[config.mk]
export PLATFORM = sky130hd
export DESIGN_NAME = count_arbiter
export DESIGN_NICKNAME = d
export VERILOG_FILES = /design/src/rtl/count_arb_pkg.sv /design/src/rtl/cnt_core.sv /design/src/rtl/count_arbiter.sv
export SDC_FILE = /design/constraint.sdc
export NUM_CORES = 1
export LEC_CHECK = 0
export ABC_AREA = 1
export ABC_CLOCK_PERIOD_IN_PS = 1700
export CAP_MARGIN = 25
export CORE_MARGIN = 1.5
export CORE_UTILIZATION = 43
export DETAILED_ROUTE_END_ITERATION = 16
export PLACE_DENSITY_LB_ADDON = 0.05
export SLEW_MARGIN = 20
export SYNTH_ARGS = -nofsm -noshare
export SYNTH_HDL_FRONTEND = slang
export SYNTH_SLANG_ARGS = --single-unit
[constraint.sdc]
create_clock -name clk -period 1.7 [get_ports clk]
set_clock_uncertainty 0.2 [all_clocks]
set_input_delay 0.34 -clock clk [delete_from_list [all_inputs] [get_ports clk]]
set_output_delay 0.34 -clock clk [all_outputs]
set_load 0.03 [all_outputs]
[src/rtl/count_arb_pkg.sv]
// count_arb_pkg: shared types and constants for the count_arbiter block.
//   state_e         FSM state encoding (IDLE, RUN, DONE)
//   NREQ            number of requesters sharing the counter
//   CNT_W_DEFAULT   default counter width
package count_arb_pkg;

  localparam int NREQ          = 2;
  localparam int CNT_W_DEFAULT = 3;

  typedef enum logic [1:0] {
    IDLE = 2'd0,
    RUN  = 2'd1,
    DONE = 2'd2
  } state_e;

endpackage : count_arb_pkg

[src/rtl/cnt_core.sv]
// cnt_core: CNT_W-bit synchronous up-counter.
//   clk    rising-edge clock
//   rst    asynchronous active-low reset (count -> 0)
//   clr    synchronous clear; wins over en
//   en     count enable
//   cnt_q  current count
module cnt_core
  import count_arb_pkg::*;
#(
  parameter int CNT_W = CNT_W_DEFAULT
) (
  input  logic             clk,
  input  logic             rst,
  input  logic             clr,
  input  logic             en,
  output logic [CNT_W-1:0] cnt_q
);

  logic [CNT_W-1:0] cnt_d;

  // NOTE: every signal written in always_comb gets a default first, so no
  // path through the block can leave it unassigned and infer a latch.
  always_comb begin
    cnt_d = cnt_q;
    if (clr) begin
      cnt_d = '0;
    end else if (en) begin
      cnt_d = cnt_q + 1'b1;
    end
  end

  // NOTE: state is updated with non-blocking assignments so every flop
  // samples its inputs from before the edge, independent of block order.
  always_ff @(posedge clk or negedge rst) begin
    if (!rst) begin
      cnt_q <= '0;
    end else begin
      cnt_q <= cnt_d;
    end
  end

endmodule : cnt_core

[src/rtl/count_arbiter.sv]
// count_arbiter: shares one cnt_core counter between two requesters, each
// asking for a timed interval of programmable length.
//
// Ports:
//   clk    rising-edge clock
//   rst    asynchronous active-low reset
//   req    per-requester request level, held until the matching done
//   len0   requester 0 terminal count, sampled at grant
//   len1   requester 1 terminal count, sampled at grant
//   abort  cancels the active interval (ignored outside RUN)
//   gnt    registered one-hot grant
//   done   one-cycle completion pulse to the granted requester
//   busy   high whenever the FSM is not IDLE
//   cnt_q  live counter value
//
// Configuration:
//   COUNT_ARB_RR_EN defined   -> round-robin between simultaneous requests
//   COUNT_ARB_RR_EN undefined -> fixed priority, req[0] beats req[1]
module count_arbiter
  import count_arb_pkg::*;
#(
  parameter int CNT_W = CNT_W_DEFAULT
) (
  input  logic             clk,
  input  logic             rst,
  input  logic [NREQ-1:0]  req,
  input  logic [CNT_W-1:0] len0,
  input  logic [CNT_W-1:0] len1,
  input  logic             abort,
  output logic [NREQ-1:0]  gnt,
  output logic [NREQ-1:0]  done,
  output logic             busy,
  output logic [CNT_W-1:0] cnt_q
);

  state_e           state_q;
  logic [NREQ-1:0]  gnt_q;
  logic [NREQ-1:0]  done_q;
  logic [CNT_W-1:0] len_q;

  logic             win_idx;
  logic [NREQ-1:0]  win_oh;
  logic [CNT_W-1:0] len_sel;
  logic             at_term;
  logic             cnt_clr;
  logic             cnt_en;

`ifdef COUNT_ARB_RR_EN
  // Index of the requester served last; reset to 1 so requester 0 is
  // favoured first.
  logic             last_q;
`endif

  // Winner selection, only meaningful while some req is high in IDLE.
  always_comb begin
`ifdef COUNT_ARB_RR_EN
    if (req[0] && req[1]) begin
      win_idx = ~last_q;
    end else begin
      win_idx = ~req[0];
    end
`else
    win_idx = ~req[0];
`endif
    win_oh  = win_idx ? 2'b10 : 2'b01;
    len_sel = win_idx ? len1 : len0;
  end

  // Counter control: held at zero outside RUN and on abort; stops at the
  // terminal count so it never wraps, even for an all-ones length.
  assign at_term = (cnt_q == len_q);
  assign cnt_clr = (state_q != RUN) || abort;
  assign cnt_en  = (state_q == RUN) && !at_term;

  cnt_core #(
    .CNT_W (CNT_W)
  ) u_cnt_core (
    .clk   (clk),
    .rst   (rst),
    .clr   (cnt_clr),
    .en    (cnt_en),
    .cnt_q (cnt_q)
  );

  always_ff @(posedge clk or negedge rst) begin
    if (!rst) begin
      state_q <= IDLE;
      gnt_q   <= '0;
      done_q  <= '0;
      len_q   <= '0;
`ifdef COUNT_ARB_RR_EN
      last_q  <= 1'b1;
`endif
    end else begin
      case (state_q)
        IDLE: begin
          done_q <= '0;
          if (|req) begin
            gnt_q   <= win_oh;
            len_q   <= len_sel;
            state_q <= RUN;
          end
        end
        RUN: begin
          // Abort outranks the terminal count; an aborted grant still
          // counts as served for the round-robin pointer.
          if (abort) begin
            gnt_q   <= '0;
            state_q <= IDLE;
`ifdef COUNT_ARB_RR_EN
            last_q  <= gnt_q[1];
`endif
          end else if (at_term) begin
            done_q  <= gnt_q;
            state_q <= DONE;
          end
        end
        DONE: begin
          done_q  <= '0;
          gnt_q   <= '0;
          state_q <= IDLE;
`ifdef COUNT_ARB_RR_EN
          last_q  <= gnt_q[1];
`endif
        end
        default: begin
          gnt_q   <= '0;
          done_q  <= '0;
          state_q <= IDLE;
        end
      endcase
    end
  end

  assign gnt  = gnt_q;
  assign done = done_q;
  assign busy = (state_q != IDLE);

endmodule : count_arbiter

-- After elaboration in Yosys (flattened, before gate mapping)
Cells that the tools add are included.
- flip-flop bits (word level): 12
- input port bits: 11
- output and inout port bits: 8
- logic and storage cells: 39
- add/sub/neg operators: 1
- eq/ne operators: 8
- mux-type cells: 14
- reduce and logical (&&, ||, !) cells: 11
- operators by type and width (kind ; count):
    $mux W2 ; 9
    $mux W3 ; 3
    $ne A2 B2 Y1 const B ; 4
    $pmux W2 S2 ; 2
    $reduce_and A2 Y1 ; 4
    $reduce_bool A2 Y1 ; 2
    $add A3 B1 Y3 const B ; 1
    $eq A3 B3 Y1 ; 1
    $ne A3 B3 Y1 const B ; 1
    $eq A2 B1 Y1 const B ; 1
    $logic_not A2 Y1 ; 1
    $ne A2 B1 Y1 const B ; 1
    $reduce_or A2 Y1 ; 1
    $logic_and A1 B1 Y1 ; 1
    $logic_not A1 Y1 ; 1
    $logic_or A1 B1 Y1 ; 1

-- Longest topological paths before layout
- depth in word-level cells: 5
- mapped depth: 7
- mapped depth without buffers: 7

-- By module
Synthesis repeated with hierarchy kept, for this count alone.
- cell total of the unflattened synthesis: 85
- area, all modules: 675.6 um^2
- by module, submodules not included (module ; instances ; cells an instance ; area each (um^2) ; sequential area each (um^2)):
    count_arbiter ; 1 ; 68 ; 533.0 ; 225.2
    cnt_core ; 1 ; 17 ; 142.6 ; 75.1

-- Least setup slack after synthesis
Ideal clock, no wire load.
- kind: register to register
- start: register u_cnt_core.cnt_q[1]
- end: register done_q[0] (netlist: done[0])
- setup time: 0.065 ns
- arrival time: 1.159 ns
- required time: 1.435 ns
- slack: 0.276 ns
- cell stages (with the launch flop): 6
- buffers on the path: 0
- clock period less this slack: 1.424 ns
- cell sequence: dfrtp_1 -> xnor2_1 -> nand3_2 -> nor2_4 -> nand2_1 -> nand2_1
- word-level cells in the longest chain between the ends: 3
- RTL lines (item ; line ; text):
    from (decl) ; cnt_core.sv:16 ; output logic [CNT_W-1:0] cnt_q
    from (signal assigned) ; cnt_core.sv:38 ; cnt_q <= cnt_d;
    $eq A3 B3 Y1 ; count_arbiter.sv:71 ; assign at_term = (cnt_q == len_q);
    $ne A2 B2 Y1 (no line) ; - ;
    $reduce_and A2 Y1 (no line) ; - ;
    to (signal assigned) ; count_arbiter.sv:114 ; done_q <= gnt_q;
    to (decl) ; count_arbiter.sv:38 ; logic [NREQ-1:0] done_q;
Every way passes these cells.
A chain may end at the register's enable or synchronous reset.

-- Worst setup path after layout
- start: register gnt_q[1] (netlist: gnt[1])
- end: output gnt[1]
- RTL lines (item ; line ; text):
    from (decl) ; count_arbiter.sv:37 ; logic [NREQ-1:0] gnt_q;
    from (signal assigned) ; count_arbiter.sv:99 ; gnt_q <= win_oh;
    to (decl) ; count_arbiter.sv:30 ; output logic [NREQ-1:0] gnt,
No word-level cell between the ends.

==> metrics.txt <==
pin count of the biggest net entering global routing=13; Worst setup EP type=output pin; Tcrit/Tclk final=~90%; Die Height=approximately 40 µm; post-route cell area=between 800 and 900 µm²; area delta synth->final=43.78%; initial core utilization=45.37%; TritonCTS clock tree=yes; clock latency on the worst-skew pair=between 0.2 and 0.3 ns; worst-margin pin slew=0.2876 ns; Synth Cell Area=around 600 µm²; Worst Path Required=1.16 ns; global-route wire length before repair=approximately 1.9 mm; Gate Count Post-Synth=73; I/O pins=19; clock slew at reported path FFs=around 0.070 ns; final core utilization=between 60% and 70%; CP max stage delay=0.41 ns; RSZ-0062 raised after global routing=false; vias in the first global route=between 400 and 500; maximum root-to-sink buffer count=2; Slew headroom=between 80% and 90%; crit-path leading delay family=buffers and inverters; min cycle time layout=between 1.5 and 2 ns; VDD IR max=between 0.6 and 0.7 mV; Synth Register Bits=12; # DRC=0; core area=0.001285 mm²; Hold Crit Class=in2async; grt ovf=0; synth unique cells=13; full die area=around 0.0016 mm²; H-tree depth=1; clock sink count=12; highest clock rate=635.4 MHz; FP Rows=13; IO Port Bufs=18; post-DR vias/cell=4.687; fin. max-slew vios=0; Total Routing Usage GR=around 18%; DP HPWL=894.2 µm; highest net fanout along the worst path=3; stages on the worst setup path=1; startpoint class of the critical path=register; share of layout cells above drive strength 1=13.00%; sequential element share of the synthesized area=between 50 and 60%; clk root buf=clkbuf_4; Critical Path AT=a little over 1 ns; Crit Path Category=reg2out; chip width=between 30 and 40 µm; Avg WL per Cell=between 9 and 10 µm; initial antenna violation count=0; drt first pass iters=3; YS warnings=0; Final setup viols=0; total of max-cap violations=0; Fin. Hold Viols=0; # fillers=around 130; CP bufs+invs=1; DRT iter0 DRCs=4; number of setup buffers added after CTS=0; final net count=about 110; Post-DRT Antenna Nets=0; Leak=around 0.47 nW; Power Density=approximately 1400 mW/mm²; Slowest cell on crit path=dlygate4sd2_1; Final GP Congestion=a little over 0.7; final WL=around 1.1 mm; Synth Net Count=85; worst-path cell chain=dlygate4sd2_1; CTS buffer count=3; R2R setup slack=roughly 0.2 ns; placed inst area=just over 800 µm²; Antenna diodes=0; Via Count=~540; R2R cell count=6; status=complete, no violations; Avg Cell Area, Syn=roughly 8.0 µm²
## cells in the final DEF (no fill, tap or decap), types with 3 or more instances in the layout
cell / synthesis / final
nand2_1: 28 / 28
a31oi_1: 3 / 3
o21ai_0: 4 / 4
dlygate4sd2_1: 0 / 7
dfrtp_1: 12 / 12
inv_1: 10 / 10
clkdlybuf4s50_1: 0 / 10
nand3_1: 5 / 5
nor2_1: 5 / 4
buf_4: 0 / 6
clkbuf_4: 0 / 3
## registers in the layout (all words and copies together), names as in the netlist
| name | count |
|---|---|
| state_q | 2 |
| gnt | 2 |
| u_cnt_core.cnt_q | 3 |
| len_q | 3 |
| done | 2 |
## synth_stat cells, drive strengths merged
master	number	share of area, %
a31oi	3	3.2
dfrtp	12	52
ha	1	2.1
inv	10	6.4
nand2	28	18
nand3	6	6.0
nand4	1	1.1
nor2	6	5.2
o21ai	4	3.4
xnor2	1	1.5
xor2	1	1.5
## timing repair
item | 4_1_cts | 5_1_grt
endpoints found under the setup margin | 8 | 1
hold buffers | 0 | 0
gates resized for setup | 11 | 2
## cells by family after synthesis
logic type	after synthesis	share of synthesized area (%)
DFF	12	51.50
xor gates and xnor gates	2	3.005
buffers and inverters	10	6.438
adders and majority gates	1	2.146
AOI/OAI and AO/OA	7	6.653
and+or+nand+nor	41	30.26
## where the power goes
part           leakage (nW)  total [mW]  switching [mW]  internal, mW
logic                 0.304       0.560           0.358         0.202
registers             0.153       0.446          0.0656         0.380
clock network        0.0138       0.165          0.0834        0.0817
## through the flow
stage | hold slack, ns | TNS (ns) | power [mW] | setup slack, ns | std cells
finish | 0.1713 | 0 | 1.170 | 0.1261 | 115
global route | 0.2037 | 0 | 1.276 | 0.06145 | 115
CTS | 0.1783 | 0 | 1.188 | 0.02726 | 115
detailed placement | 0.2930 | -0.01898 | 1.055 | -0.01898 | 112
global placement | 0.2862 | -0.01195 | 1.041 | -0.01195 | 112
floorplan | -0.1556 | 0 | 0.8177 | 0.2760 | 73
## area by class of cell
cell class,count,area [µm²],share of cell area [%]
multi-input combinational,51,247.7,29.55
sequential,12,300.3,35.82
timing repair buffer,24,211.5,25.22
clock buffer,3,22.52,2.687
inverter,10,37.54,4.478
tap,15,18.77,2.239
## routing by layer
layer  GRT usage (%)  vias up  part of all wire, %
met5               0        -                    0
li1                -      286                    -
met1           22.15      231                   46
met2           29.51       18                   47
met4           7.759        0                  1.9
met3           3.409        4                  5.1
## path summary, 6_finish.rpt
path / startpoint / endpoint
setup / recovery: gnt[1]$_DFFE_PN0P_ / gnt[1]
hold / removal: rst / u_cnt_core.cnt_q[0]$_DFFE_PN0P_
setup reg to reg: u_cnt_core.cnt_q[1]$_DFFE_PN0P_ / done[1]$_DFFE_PN0P_
hold reg to reg: done[1]$_DFFE_PN0P_ / done[1]$_DFFE_PN0P_
max in group asynchronous: rst / gnt[0]$_DFFE_PN0P_
min in group clk: done[1]$_DFFE_PN0P_ / done[1]$_DFFE_PN0P_
No activity file was read; power rests on OpenSTA's default activity.
